===== src/rtl/reflock_lock_ctrl.sv =====
// -----------------------------------------------------------------------------
// reflock_lock_ctrl
//
// Lock-status controller for the RefLock II. The prescaled VCO (vco_div) is
// synchronised into the refClock domain and its rising edges are counted over
// a fixed gate of GATE_CYCLES reference cycles. Each completed gate count is
// classified against EXPECTED +/- TOL. A small hysteresis state machine then
// decides whether a signal is present and whether the loop is locked.
//
// Ports:
//   refClock     in   10 MHz reference clock (only clock)
//   reset        in   asynchronous active-high reset
//   vco_div      in   prescaled VCO, asynchronous to refClock
//   count        out  [15:0] edge count of the last completed gate
//   count_valid  out  one-cycle pulse when count updates
//   too_fast     out  last count above EXPECTED+TOL
//   too_slow     out  last count below EXPECTED-TOL
//   locked       out  high while in the LOCKED state
//   LED1         out  signal present (state is not NOSIG)
//   LED2         out  same as locked
// -----------------------------------------------------------------------------
module reflock_lock_ctrl #(
    parameter int GATE_CYCLES  = 10000,
    parameter int EXPECTED     = 2251,
    parameter int TOL          = 2,
    parameter int LOCK_GATES   = 4,
    parameter int UNLOCK_GATES = 2
) (
    input  logic        refClock,
    input  logic        reset,
    input  logic        vco_div,
    output logic [15:0] count,
    output logic        count_valid,
    output logic        too_fast,
    output logic        too_slow,
    output logic        locked,
    output logic        LED1,
    output logic        LED2
);

    typedef enum logic [1:0] {
        ST_NOSIG   = 2'd0,
        ST_ACQUIRE = 2'd1,
        ST_LOCKED  = 2'd2
    } state_t;

    localparam logic [15:0] LAST_IDX = 16'(GATE_CYCLES - 1);
    localparam int          HI_INT   = EXPECTED + TOL;
    // A window reaching below zero is clamped so that the compare stays sane.
    localparam int          LO_INT   = (EXPECTED - TOL < 0) ? 0 : (EXPECTED - TOL);
    localparam logic signed [16:0] HI_S = 17'(HI_INT);
    localparam logic signed [16:0] LO_S = 17'(LO_INT);
    localparam logic [3:0]  LOCK_CMP   = 4'(LOCK_GATES);
    localparam logic [3:0]  UNLOCK_CMP = 4'(UNLOCK_GATES);

    // Synchroniser and edge-detect flops
    logic sync1_q, sync2_q, sync3_q;
    logic vco_rise;

    // Gate timing
    logic [15:0] gate_idx_q, gate_idx_d;
    logic [15:0] acc_q, acc_d;

    // Registered results
    logic [15:0] count_q, count_d;
    logic        count_valid_q, count_valid_d;
    logic        too_fast_q, too_fast_d;
    logic        too_slow_q, too_slow_d;
    logic        locked_q, locked_d;
    logic        led1_q, led1_d;

    // Lock state machine
    state_t      state_q, state_d;
    logic [3:0]  good_run_q, good_run_d;
    logic [3:0]  bad_run_q, bad_run_d;

    // Combinational helpers
    logic [16:0]        sum17;
    logic [15:0]        gate_val;
    logic signed [16:0] val_s;
    logic               gate_end;
    logic               is_zero, in_win, over, under;
    logic [3:0]         good_inc, bad_inc;

    assign vco_rise = sync2_q & ~sync3_q;

    always_comb begin
        // Gate-end value includes an edge landing in the closing cycle.
        sum17    = {1'b0, acc_q} + {16'd0, vco_rise};
        gate_val = sum17[16] ? 16'hFFFF : sum17[15:0];
        gate_end = (gate_idx_q == LAST_IDX);

        gate_idx_d = gate_end ? 16'd0 : (gate_idx_q + 16'd1);
        acc_d      = gate_end ? 16'd0 : gate_val;

        val_s   = {1'b0, gate_val};
        is_zero = (gate_val == 16'd0);
        over    = (val_s > HI_S);
        under   = (val_s < LO_S);
        in_win  = ~over & ~under;

        good_inc = (good_run_q == 4'hF) ? 4'hF : (good_run_q + 4'd1);
        bad_inc  = (bad_run_q  == 4'hF) ? 4'hF : (bad_run_q  + 4'd1);

        count_d       = count_q;
        count_valid_d = 1'b0;
        too_fast_d    = too_fast_q;
        too_slow_d    = too_slow_q;
        state_d       = state_q;
        good_run_d    = good_run_q;
        bad_run_d     = bad_run_q;

        if (gate_end) begin
            count_d       = gate_val;
            count_valid_d = 1'b1;
            too_fast_d    = over;
            too_slow_d    = under;

            case (state_q)
                ST_NOSIG: begin
                    if (!is_zero) begin
                        // Entry gate seeds the run but never locks by itself.
                        state_d    = ST_ACQUIRE;
                        good_run_d = in_win ? 4'd1 : 4'd0;
                    end
                end
                ST_ACQUIRE: begin
                    if (is_zero) begin
                        state_d    = ST_NOSIG;
                        good_run_d = 4'd0;
                    end else if (in_win) begin
                        good_run_d = good_inc;
                        if (good_inc >= LOCK_CMP) begin
                            state_d   = ST_LOCKED;
                            bad_run_d = 4'd0;
                        end
                    end else begin
                        good_run_d = 4'd0;
                    end
                end
                ST_LOCKED: begin
                    if (is_zero) begin
                        // Loss of signal drops lock immediately.
                        state_d    = ST_NOSIG;
                        good_run_d = 4'd0;
                        bad_run_d  = 4'd0;
                    end else if (in_win) begin
                        bad_run_d = 4'd0;
                    end else begin
                        bad_run_d = bad_inc;
                        if (bad_inc >= UNLOCK_CMP) begin
                            state_d    = ST_ACQUIRE;
                            good_run_d = 4'd0;
                        end
                    end
                end
                default: begin
                    state_d    = ST_NOSIG;
                    good_run_d = 4'd0;
                    bad_run_d  = 4'd0;
                end
            endcase
        end

        // Status outputs are registered from the next state so they move
        // together with count.
        locked_d = (state_d == ST_LOCKED);
        led1_d   = (state_d != ST_NOSIG);
    end

    always_ff @(posedge refClock or posedge reset) begin
        if (reset) begin
            sync1_q       <= 1'b0;
            sync2_q       <= 1'b0;
            sync3_q       <= 1'b0;
            gate_idx_q    <= 16'd0;
            acc_q         <= 16'd0;
            count_q       <= 16'd0;
            count_valid_q <= 1'b0;
            too_fast_q    <= 1'b0;
            too_slow_q    <= 1'b0;
            locked_q      <= 1'b0;
            led1_q        <= 1'b0;
            state_q       <= ST_NOSIG;
            good_run_q    <= 4'd0;
            bad_run_q     <= 4'd0;
        end else begin
            sync1_q       <= vco_div;
            sync2_q       <= sync1_q;
            sync3_q       <= sync2_q;
            gate_idx_q    <= gate_idx_d;
            acc_q         <= acc_d;
            count_q       <= count_d;
            count_valid_q <= count_valid_d;
            too_fast_q    <= too_fast_d;
            too_slow_q    <= too_slow_d;
            locked_q      <= locked_d;
            led1_q        <= led1_d;
            state_q       <= state_d;
            good_run_q    <= good_run_d;
            bad_run_q     <= bad_run_d;
        end
    end

    assign count       = count_q;
    assign count_valid = count_valid_q;
    assign too_fast    = too_fast_q;
    assign too_slow    = too_slow_q;
    assign locked      = locked_q;
    assign LED1        = led1_q;
    assign LED2        = locked_q;

endmodule


===== config.mk =====
export PLATFORM = sky130hd
export DESIGN_NAME = reflock_lock_ctrl
export DESIGN_NICKNAME = d
export VERILOG_FILES = /design/src/rtl/reflock_lock_ctrl.sv
export SDC_FILE = /design/constraint.sdc
export NUM_CORES = 1
export LEC_CHECK = 0
export CAP_MARGIN = 10
export CORE_MARGIN = 2
export CORE_UTILIZATION = 50
export CTS_CLUSTER_DIAMETER = 50
export DETAILED_ROUTE_END_ITERATION = 7
export PLACE_DENSITY = 0.7
export SETUP_SLACK_MARGIN = 0.15
export SYNTH_ARGS = -nofsm -noshare
export SYNTH_HDL_FRONTEND = slang
export SYNTH_SLANG_ARGS = --single-unit

===== constraint.sdc =====
create_clock -name refClock -period 5.5 [get_ports refClock]
set_input_delay 0.825 -clock refClock [delete_from_list [all_inputs] [get_ports refClock]]
set_output_delay 0.825 -clock refClock [all_outputs]
set_load 0.005 [all_outputs]

# After elaboration in Yosys (flattened, before gate mapping)
# Cells that the tools add are included.
[totals]
ff_bits = 66
inputBits = 3
out_inout_bits = 22
word_cells = 74
[op_classes]
n_addsub = 4
n_lt_le_gt_ge = 4
n_eq_ne = 12
n_mux = 29
bitwise = 6
n_reduce_logical = 5
[op_table]
columns = ["operator", "count"]
rows = [
  ["two-way mux 4 bit", 13],
  ["two-way mux 16 bit", 3],
  ["one-hot mux 4 bit (3 select lines)", 2],
  ["adder 16 x 1 -> 17 bit", 1],
  ["adder 16 x 1 -> 16 bit, second input constant", 1],
  ["== test 16 x 14 -> 1 bit, second input constant", 1],
  ["> comparator 16 x 12 -> 1 bit, second input constant", 1],
  ["logical NOT 16 bit", 1],
  ["< comparator 16 x 12 -> 1 bit, second input constant", 1],
  ["two-way mux 2 bit", 8],
  ["adder 4 x 1 -> 4 bit, second input constant", 2],
  ["== test 4 bit, second input constant", 2],
  ["!= test 2 bit, second input constant", 4],
  ["!= test 3 bit, second input constant", 2],
  ["one-hot mux 2 bit (3 select lines)", 1],
  ["AND reduction 5 bit", 1],
  ["== test 2 bit, second input constant", 2],
  [">= comparator 4 x 2 -> 1 bit, second input constant", 1],
  [">= comparator 4 x 3 -> 1 bit, second input constant", 1],
  ["inverter 1 bit", 4],
  ["AND reduction 4 bit", 1],
  ["AND 1 bit", 2],
  ["== test 2 x 1 -> 1 bit, second input constant", 1],
  ["logical NOT 2 bit", 1],
  ["other kinds (2)", 3],
]

# Longest topological paths before layout
# Gate-level depths: netlist (run 1).
[logic_depth]
word_depth = 12
depth_mapped = 12
ltp_nobuf = 11

# Worst setup path after synthesis (run 1)
# No wires, ideal clock.
[synth_timing]
path_kind = "reg-to-reg"
startpoint = "register sync2_q"
endpoint = "register good_run_q[0]"
setup_time_ps = 125
arrival_ps = 3291
setup_slack_ps = 2083
path_stages_with_launch = 13
n_path_buf = 1
period_less_slack_ps = 3417
path_cell_list = "dfrtp_1 > nor2b_1 > ha_1 > ha_1 > buf_6 > xor2_1 > or3_1 > or4_1 > or4b_4 > nor2_1 > a211o_2 > and3_4 > mux2_4"
[synth_via]
elab_chain_cells = 9
[synth_rtl]
columns = ["item", "line_no", "source"]
rows = [
  ["start: declaration", "57", "logic sync1_q, sync2_q, sync3_q;"],
  ["start signal: assignment", "189", "sync2_q <= sync1_q;"],
  ["AND 1 bit (*)", "85", "assign vco_rise = sync2_q & ~sync3_q;"],
  ["adder 16 x 1 -> 17 bit (*)", "89", "sum17 = {1'b0, acc_q} + {16'd0, vco_rise};"],
  ["two-way mux 16 bit (*)", "90", "gate_val = sum17[16] ? 16'hFFFF : sum17[15:0];"],
  ["> comparator 16 x 12 -> 1 bit / < comparator 16 x 12 -> 1 bit (equally long branches)", "98, 99", ""],
  ["inverter 1 bit", "100", "in_win = ~over & ~under;"],
  ["AND 1 bit", "100", ""],
  ["two-way mux 4 bit / two-way mux 1 bit (equally long branches)", "131, 124", ""],
  ["two-way mux 4 bit, on equally long branches", "128, 121", ""],
  ["one-hot mux 4 bit (3 select lines)", "119", "case (state_q)"],
  ["end signal: assignment", "200", "good_run_q <= good_run_d;"],
  ["end: declaration", "74", "logic [3:0] good_run_q, good_run_d;"],
]
# Every way passes the cells marked *; elsewhere a longest branch is shown, timed or not. The select of a mux whose other input is x is not followed.
# A chain may end at the register's enable or synchronous reset.

# Worst setup path in the final report (run 1)
[layout_timing]
startpoint = "register sync3_q"
endpoint = "register good_run_q[1]"
[layout_via]
elab_chain_cells = 10
[layout_rtl]
columns = ["item", "line_no", "source"]
rows = [
  ["start: declaration", "57", ""],
  ["start signal: assignment", "190", "sync3_q <= sync2_q;"],
  ["inverter 1 bit (*)", "85", ""],
  ["AND 1 bit (*)", "85", ""],
  ["adder 16 x 1 -> 17 bit (*)", "89", ""],
  ["two-way mux 16 bit (*)", "90", ""],
  ["> comparator 16 x 12 -> 1 bit / < comparator 16 x 12 -> 1 bit (equally long branches)", "98, 99", ""],
  ["inverter 1 bit", "100", ""],
  ["AND 1 bit", "100", ""],
  ["two-way mux 4 bit", "131", "end else if (in_win) begin"],
  ["two-way mux 4 bit", "128", "if (is_zero) begin"],
  ["one-hot mux 4 bit (3 select lines)", "119", ""],
]
# Every way passes the cells marked *; elsewhere a longest branch is shown, timed or not.

==> results of run 1 <==
-- layer usage --
layer	global-route usage (%)	share of wire (%)	vias to the layer above
met1	26.7	48	1271
met4	10.4	2.6	0
met3	3.79	3.4	18
li1	-	-	1308
met5	0	0	-
met2	32.3	46	47
-- logic make-up after synthesis --
logic type / share of synthesized area, %
and+or+nand+nor: 26.8
DFF: 48.0
AOI/OAI and AO/OA: 11.7
xor gates and xnor gates: 5.85
buffers and inverters: 3.31
muxes: 2.15
adders and majority gates: 2.18
-- power breakdown --
group,internal (mW),switching (mW)
logic,0.0610,0.0832
clock network,0.212,0.204
registers,0.506,0.0431
total,0.779,0.331
-- state kept, by name (all words and copies together), names as in the netlist --
name,cells
state_q,2
LED1,1
sync3_q,1
good_run_q,4
sync1_q,1
too_slow,1
bad_run_q,4
LED2,1
gate_idx_q,16
acc_q,16
too_fast,1
count,16
sync2_q,1
count_valid,1
-- path summary, 6_finish.rpt --
path	to	cells past startpoint	slack (ns)
max	good_run_q[1]$_DFFE_PP0P_	11	1.46
min	sync2_q$_DFF_PP0_	0	0.37
max reg2reg	good_run_q[1]$_DFFE_PP0P_	11	1.46
min reg2reg	sync2_q$_DFF_PP0_	0	0.37
max in group asynchronous	good_run_q[3]$_DFFE_PP0P_	3	3.94
min in group asynchronous	good_run_q[2]$_DFFE_PP0P_	3	1.02
-- layout by cell type, fill, tap and decap left out, drive strengths merged, types with 2 or more instances in the layout --
cell           netlist  layout
clkbuf              10       9
ha                   6       6
o21a                 4       4
dfrtp               66      66
or2                  2       2
nor4bb               2       2
nor2                48      48
nor4b                2       2
o31ai                2       2
xnor2               15      15
and2                 2       2
inv                  8       9
xor2                 8       8
a21o                 3       3
nand4               11      11
buf                  4       2
and4                 4       4
a21oi                7       7
nand3b               2       2
mux2                 5       5
or4                  2       2
nor4                 4       4
nand2               36      36
a31oi                2       2
clkinvlp             0       3
nor2b                6       6
or3                  3       3
and3                11      11
clkinv               0       2
clkdlybuf4s50        0      24
o21ai               27      27
o211ai               2       2
nand2b               2       2
nor3                 7       7
nand3               24      24
-- critical path, stage by stage, from the launching register on --
cell and delay, ns:
sky130_fd_sc_hd__dfrtp_1 0.37, sky130_fd_sc_hd__nor2b_1 0.11, sky130_fd_sc_hd__ha_1 0.27, sky130_fd_sc_hd__ha_1 0.39
sky130_fd_sc_hd__nand3_1 0.24, sky130_fd_sc_hd__or2_4 0.32, sky130_fd_sc_hd__nor2_1 0.64, sky130_fd_sc_hd__o211ai_1 0.29
sky130_fd_sc_hd__or3_4 0.46, sky130_fd_sc_hd__a211o_2 0.36, sky130_fd_sc_hd__and3_4 0.18, sky130_fd_sc_hd__mux2_4 0.30
-- synth_stat cells, drive strengths merged, types with 3 or more instances --
cell type | n | area [um2]
inv | 8 | 30.0
a21oi | 7 | 35.0
nor3 | 7 | 40.0
xor2 | 8 | 70.1
nand3 | 24 | 120
and3 | 11 | 76.3
o21a | 4 | 30.0
dfrtp | 66 | 1650
buf | 4 | 35.0
or3 | 3 | 23.8
and4 | 4 | 36.3
nand2 | 36 | 135
nand4 | 11 | 90.1
nor4 | 4 | 25.0
ha | 6 | 75.1
mux2 | 5 | 63.8
o21ai | 27 | 135
xnor2 | 15 | 131
nor2 | 48 | 180
nor2b | 6 | 37.5
a21o | 3 | 25.0
clkbuf | 10 | 48.8
-- final cells by class --
type	count	area, um2
Clock buffer	9	124
Fill cell	561	2800
Multi-Input combinational cell	268	1680
Clock inverter	7	78.8
Timing Repair Buffer	26	255
Tap cell	80	100
Inverter	8	30.0
Sequential cell	66	1650
-- through the flow --
step	setup WS, ns	cells	hold WS (ns)
floorplan	2.08	356	0.331
global placement	1.60	448	0.356
detailed placement	1.52	448	0.352
CTS	1.48	464	0.371
global route	1.20	464	0.387
finish	1.46	464	0.369
==> flow_summary.yaml, run 1 <==
layout:
  post-route-cell-area_um2: 3920
  fin_nets: 388
  num_antenna_cells: 0
  synthToLayoutAreaGrowth_pct: 13.9
  fraction_of_final_layout_cells_with_drive_strength_greater_than_1_pct: 12.0
  finalCoreUtilization_pct: 58.3
cts:
  number_of_buffers_inserted_during_clock_tree_synthesis: 9
  cts_hold_buffers: 0
  tritoncts: "done"
  cts_root_buf: "sky130_fd_sc_hd__clkbuf_8"
  clock-sinks: 66
  clkTransAtPathRegs_ns: 0.08
  worstSkewPairLatency_ns: 0.35
  cts_buffer_depth: 2
  postCtsSetupRepairBufs: 0
  cts_max_level: 3
  postCtsResizedCells: 0
global_routing:
  grt_start_max_net_pins: 67
  grt.overflow.total: 0
  globalRouteTotalUtil_pct: 20.4
  first_global_vias: 2603
  antenna_found_initial: 0
  global_route_wire_length_before_repair_um: 12000
floorplanning:
  initial_core_util_pct: 51.2
  fp.coreArea_um2: 6720
  num_rows: 30
  dieArea_um2: 7560
  io_pins: 25
  die_width_um: 87.0
  die_h_um: 87.0
outcome:
  status: "finished clean"
power:
  power.density_nw_per_um2: 283
  total_power_mw: 1.11
  static-leakage-power_nw: 1.72
  vdd_drop_max_mv: 0.139
detailed_routing:
  drt-wirelength-per-cell_um: 14.8
  route.detailed.vias_per_inst: 5.70
  drt_first_pass_iters: 4
  ant_nets: 0
  totalWireLength_um: 6890
  vias: 2644
  post-route-drc-count: 0
  drt-initial-drc-count: 189
hold_path:
  hp-class: "reg -> reg"
  hold_start: "sync1_q$_DFF_PP0_"
synthesis:
  synth_enable_flop_cells: 0
  synth-seq-cells: 66
  synth_cell_type_count: 67
  yosys_warnings: 0
  synthArstFlopShare_pct: 100
  sequential_to_total_area_share_from_yosys_stat_pct: 48.0
  post_synth_inst_count: 356
  dominantRegCellSynth: "sky130_fd_sc_hd__dfrtp_1"
  synth_area_per_cell_um2: 9.67
  mappedNetlistArea_um2: 3440
  mappedNetlistNets: 365
job:
  drv_cap: 0
sta:
  finalSetupViolations: 0
  timing.clock.skew_ns: 0.00911
  min_period_over_period_pct: 73.5
  final_max_slew_viol_count: 0
  grt_setup_unrepaired: "false"
  worst_pin_slew_ns: 0.900
  setup-tns-final_ns: 0
  worst_slew_margin_rel_pct: 39.6
  finalCriticalPeriod_ns: 4.04
  hold_viol: 0
  max_clock_freq_mhz: 247
setup_path:
  cp.arrival_ns: 4.28
  timing_startpoint_of_the_critical_path: "sync3_q$_DFF_PP0_"
  critical_path.endpoint_type: "flip-flop"
  critPathLaunchType: "flip-flop"
  reg_to_reg_critical_path_startpoint: "sync3_q$_DFF_PP0_"
  worstSetupPathType: "reg -> reg"
  critPathRequiredTime_ns: 5.74
  timing.critical_path.fanout_max: 12
placement:
  buffer_ports.inserted: 24
  half_perimeter_wire_length_after_placement_um: 4600
  place_area_um2: 3720
  globalplace.congestion: 0.883
(Power assumes the default switching activity.)
==> run 2: changes to the inputs <==
- clock period: 5.5 -> 4.23 ns (I/O delays scaled with it)
==> run 2 against run 1 <==
Against the previous run:
- via count fell by 0.98%
- maximum frequency up 10%
- largest power group unchanged
- highest routed layer unchanged
- clock power rose by 32%
==> flow_summary.yaml, run 2 (synthesis gave the netlist of run 1 again) <==
layout:
  synthToLayoutAreaGrowth_pct: 14.3
  num_antenna_cells: 0
  fraction_of_final_layout_cells_with_drive_strength_greater_than_1_pct: 11.4
  num-fill-cells: 594
  fin_cells: 465
  mostFrequentLayoutCells: "sky130_fd_sc_hd__dfrtp_1 (66), sky130_fd_sc_hd__nor2_1 (48), sky130_fd_sc_hd__nand2_1 (36)"
  fin_nets: 390
  final_common_cell: "sky130_fd_sc_hd__dfrtp_1"
  multiInputGateArea_um2: 1680
  finalCoreUtilization_pct: 58.5
  seqCellArea_um2: 1650
  post-route-cell-area_um2: 3930
global_routing:
  grt.overflow.total: 0
  first_global_vias: 2548
  grt_start_max_net_pins: 43
  global_route_wire_length_before_repair_um: 12000
  antenna_found_initial: 0
  globalRouteTotalUtil_pct: 20.2
sta:
  finalCriticalPeriod_ns: 3.66
  max_clock_freq_mhz: 273
  worst_pin_slew_ns: 0.907
  grt_setup_unrepaired: "false"
  worst_slack_ns: 0.567
  finalSetupViolations: 0
  final_max_slew_viol_count: 0
  min_period_over_period_pct: 86.6
  timing.clock.skew_ns: 0.00737
  setup-tns-final_ns: 0
  worst_slew_margin_rel_pct: 39.2
  worst_hold_slack_ns: 0.351
  hold_viol: 0
cts:
  number_of_buffers_inserted_during_clock_tree_synthesis: 9
  worstSkewPairLatency_ns: 0.33
  cts_hold_buffers: 0
  clkTransAtPathRegs_ns: 0.07
  cts_max_level: 3
  tritoncts: "done"
  clock-sinks: 66
  cts_root_buf: "sky130_fd_sc_hd__clkbuf_8"
  cts_buffer_depth: 2
  postCtsResizedCells: 0
  postCtsSetupRepairBufs: 0
floorplanning:
  num_rows: 30
  fp.coreArea_um2: 6720
  die_h_um: 87.0
  die_width_um: 87.0
  initial_core_util_pct: 51.2
  io_pins: 25
  dieArea_um2: 7560
power:
  vdd_drop_max_mv: 0.236
  power.density_nw_per_um2: 368
  static-leakage-power_nw: 1.74
  total_power_mw: 1.45
placement:
  placed_cells_incl_taps: 450
  buffer_ports.inserted: 24
  globalplace.congestion: 0.904
  place_area_um2: 3730
  pre_cts_slack_ns: 0.604
  half_perimeter_wire_length_after_placement_um: 4850
setup_path:
  reg_to_reg_critical_path_startpoint: "sync2_q$_DFF_PP0_"
  critPathCapture: "good_run_q[0]$_DFFE_PP0P_"
  timing.critical_path.fanout_max: 9
  critPathRequiredTime_ns: 4.44
  critical_path.endpoint_type: "flip-flop"
  setup.reg_to_reg.worst_slack_ns: 0.57
  worstSetupPathType: "reg -> reg"
  cp.arrival_ns: 3.88
  critPathLaunchType: "flip-flop"
  reg2reg_to: "good_run_q[0]$_DFFE_PP0P_"
  reg2reg_depth: 11
  timing_startpoint_of_the_critical_path: "sync2_q$_DFF_PP0_"
detailed_routing:
  totalWireLength_um: 6800
  drt_first_pass_iters: 4
  drt-wirelength-per-cell_um: 14.6
  post-route-drc-count: 0
  route.detailed.vias_per_inst: 5.63
  ant_nets: 0
  drt-initial-drc-count: 152
  vias: 2618
outcome:
  status: "finished clean"
hold_path:
  hp-class: "reg -> reg"
job:
  drv_cap: 0
## run 2: worst max-delay path, stage by stage, from the launching register on
cell and delay (ns):
sky130_fd_sc_hd__dfrtp_1 0.37, sky130_fd_sc_hd__nor2b_1 0.13, sky130_fd_sc_hd__ha_1 0.25, sky130_fd_sc_hd__ha_1 0.32, sky130_fd_sc_hd__xor2_1 0.19, sky130_fd_sc_hd__or3_1 0.34
sky130_fd_sc_hd__or4_1 0.52, sky130_fd_sc_hd__or4b_4 0.54, sky130_fd_sc_hd__nor2_1 0.21, sky130_fd_sc_hd__a211o_2 0.17, sky130_fd_sc_hd__and3_4 0.21, sky130_fd_sc_hd__mux2_4 0.30
## run 2: how the worst min path moves through the flow
stage	startpoint	endpoint	slack, ns	cells after the start
CTS	sync1_q$_DFF_PP0_	sync2_q$_DFF_PP0_	0.35	0
floorplan	sync1_q$_DFF_PP0_	sync2_q$_DFF_PP0_	0.33	0
finish	sync1_q$_DFF_PP0_	sync2_q$_DFF_PP0_	0.35	0
global route	sync1_q$_DFF_PP0_	sync2_q$_DFF_PP0_	0.37	0
detailed placement	sync1_q$_DFF_PP0_	sync2_q$_DFF_PP0_	0.34	0
global placement	sync1_q$_DFF_PP0_	sync2_q$_DFF_PP0_	0.33	0
## run 2: report_power, final
part	internal, mW	switching, mW
registers	0.658	0.0544
logic	0.0793	0.104
clock network	0.329	0.223
total	1.07	0.381
## run 2: layout make-up
| cell class | instances | area share (%) |
|---|---|---|
| Tap cell | 80 | 2.55 |
| Clock buffer | 12 | 3.44 |
| Timing Repair Buffer | 28 | 6.87 |
| Inverter | 8 | 0.764 |
| Clock inverter | 3 | 1.65 |
| Multi-Input combinational cell | 268 | 42.7 |
| Sequential cell | 66 | 42.0 |
## run 2: layer usage
| metal | part of all wire [%] | vias to the layer above | GRT usage (%) |
|---|---|---|---|
| met3 | 3.4 | 11 | 4.08 |
| met1 | 49 | 1251 | 28.1 |
| met2 | 45 | 40 | 31.0 |
| li1 | - | 1316 | - |
| met5 | 0 | - | 0 |
| met4 | 2.0 | 0 | 8.24 |
==> run 3: changes to the inputs <==
- REMOVE_ABC_BUFFERS: not set -> 1
==> run 3 against run 2 <==
Against the previous run:
- sequential share of layout area is 0.61 points lower
- maximum frequency fell by 2.7%
- register-to-register slack got worse by 0.10 ns
- routed wire length increased by 0.68%
- hold slack improved by 0.0060 ns
- critical endpoint unchanged
==> flow_summary.yaml, run 3 (synthesis gave the netlist of run 1 again) <==
outcome:
  status: "finished clean"
setup_path:
  critPathRequiredTime_ns: 4.46
  top_delay_family_on_crit_path: "simple AND/OR/NAND/NOR gates"
  critical_path_buf_inv_count: 0
  critPathLaunchType: "flip-flop"
  worst_path_largest_cell_delay_ns: 0.53
  cp.arrival_ns: 4.00
  critPathMostFrequentCell: "sky130_fd_sc_hd__ha_1"
  crit_path_top_delay_cell: "sky130_fd_sc_hd__or4b_4"
  worstSetupPathType: "reg -> reg"
  critical_path.endpoint_type: "flip-flop"
  cp_cell_sequence: "nor2b_1, ha_1, ha_1, xor2_1, or3_1, or4_1, or4b_4, nor2_1, a211o_2, and3_4, mux2_4"
  timing.critical_path.fanout_max: 9
cts:
  tritoncts: "done"
  postCtsResizedCells: 0
  postCtsSetupRepairBufs: 0
  cts_max_level: 3
  worstSkewPairLatency_ns: 0.34
  cts_hold_buffers: 0
  number_of_buffers_inserted_during_clock_tree_synthesis: 9
  clkTransAtPathRegs_ns: 0.08
  clock-sinks: 66
  cts_root_buf: "sky130_fd_sc_hd__clkbuf_8"
  cts_buffer_depth: 2
floorplanning:
  die_width_um: 87.0
  dieArea_um2: 7560
  num_rows: 30
  fp.coreArea_um2: 6720
  die_h_um: 87.0
  initial_core_util_pct: 51.2
  io_pins: 25
sta:
  worst_pin_slew_ns: 0.719
  finalSetupViolations: 0
  worst_hold_slack_ns: 0.357
  min_period_over_period_pct: 89.0
  finalCriticalPeriod_ns: 3.76
  grt_setup_unrepaired: "false"
  max_clock_freq_mhz: 266
  worst_slew_margin_rel_pct: 51.8
  timing.clock.skew_ns: 0.0102
  final_max_slew_viol_count: 0
  hold_viol: 0
  setup-tns-final_ns: 0
global_routing:
  antenna_found_initial: 0
  global_route_wire_length_before_repair_um: 12200
  grt.overflow.total: 0
  first_global_vias: 2534
  grt_start_max_net_pins: 52
  globalRouteTotalUtil_pct: 20.5
detailed_routing:
  route.detailed.vias_per_inst: 5.74
  drt-initial-drc-count: 259
  ant_nets: 0
  drt-wirelength-per-cell_um: 14.6
  drt_first_pass_iters: 4
  vias: 2692
  post-route-drc-count: 0
  totalWireLength_um: 6850
power:
  total_power_mw: 1.49
  power.density_nw_per_um2: 374
  static-leakage-power_nw: 1.77
  vdd_drop_max_mv: 0.260
placement:
  buffer_ports.inserted: 24
  globalplace.congestion: 0.857
  placed_cells_incl_taps: 452
  half_perimeter_wire_length_after_placement_um: 4790
  place_area_um2: 3750
layout:
  mostFrequentLayoutCells: "sky130_fd_sc_hd__dfrtp_1 (66), sky130_fd_sc_hd__nor2_1 (48), sky130_fd_sc_hd__nand2_1 (36)"
  post-route-cell-area_um2: 3990
  num-fill-cells: 573
  fin_cells: 469
  multiInputGateArea_um2: 1680
  synthToLayoutAreaGrowth_pct: 16.0
  seqCellArea_um2: 1650
  final_common_cell: "sky130_fd_sc_hd__dfrtp_1"
  fin_nets: 393
  num_antenna_cells: 0
  fraction_of_final_layout_cells_with_drive_strength_greater_than_1_pct: 13.1
job:
  drv_cap: 0
hold_path:
  hp-class: "reg -> reg"
==> run 3: changes by cell type in the layout (fill, tap and decap cells not counted), sizes merged <==
cell      delta
clkinvlp     +1
buf          +3
inv          +2
clkbuf       -3
clkinv       +1
==> run 3: worst paths after layout <==
kind | from | endpoint | slack (ns) | depth (start not counted)
min reg2reg | sync1_q$_DFF_PP0_ | sync2_q$_DFF_PP0_ | 0.36 | 0
max in group asynchronous | reset | count[4]$_DFFE_PP0P_ | 2.95 | 4
min in group asynchronous | reset | count_valid$_DFF_PP0_ | 0.58 | 2
max | sync2_q$_DFF_PP0_ | good_run_q[0]$_DFFE_PP0P_ | 0.47 | 11
min | sync1_q$_DFF_PP0_ | sync2_q$_DFF_PP0_ | 0.36 | 0
max reg2reg | sync2_q$_DFF_PP0_ | good_run_q[0]$_DFFE_PP0P_ | 0.47 | 11
==> run 3: where the power goes <==
group	internal [mW]	leakage [nW]	switching, mW
Sequential	0.658	0.891	0.0573
Combinational	0.0816	0.771	0.103
Clock	0.336	0.110	0.257
Total	1.08	1.77	0.418
==> run 3: layout make-up <==
type                    instances  share of cell area [%]
multi-input cells             268                    42.1
flip-flops and latches         66                    41.4
repair buffers                 31                    7.65
clock buffers                   9                    3.10
well taps                      80                    2.51
clock inverters                 7                    2.48
inverters                       8                   0.753
==> run 3: stage by stage <==
stage | worst slack [ns] | util [%]
after detailed placement | 0.533 | 55.8
after CTS | 0.494 | 59.1
after floorplan | 0.754 | -
after global placement | 0.668 | 55.8
final | 0.467 | 59.4
after global routing | 0.219 | 59.4
==> run 3: metal layers <==
layer / GRT usage (%) / wire (um) / vias to the layer above
met5: 0 / 0 / -
met4: 8.81 / 144 / 0
met3: 3.70 / 183 / 13
met2: 30.4 / 3140 / 37
met1: 29.5 / 3370 / 1327
li1: - / - / 1315
==> run 3: worst reg2reg max path, cell delays in order (launching register included) <==
cell and delay, ns:
sky130_fd_sc_hd__dfrtp_1 0.34, sky130_fd_sc_hd__nor2b_1 0.13, sky130_fd_sc_hd__ha_1 0.29, sky130_fd_sc_hd__ha_1 0.41, sky130_fd_sc_hd__xor2_1 0.14, sky130_fd_sc_hd__or3_1 0.35, sky130_fd_sc_hd__or4_1 0.51, sky130_fd_sc_hd__or4b_4 0.53
sky130_fd_sc_hd__nor2_1 0.25, sky130_fd_sc_hd__a211o_2 0.18, sky130_fd_sc_hd__and3_4 0.21, sky130_fd_sc_hd__mux2_4 0.30
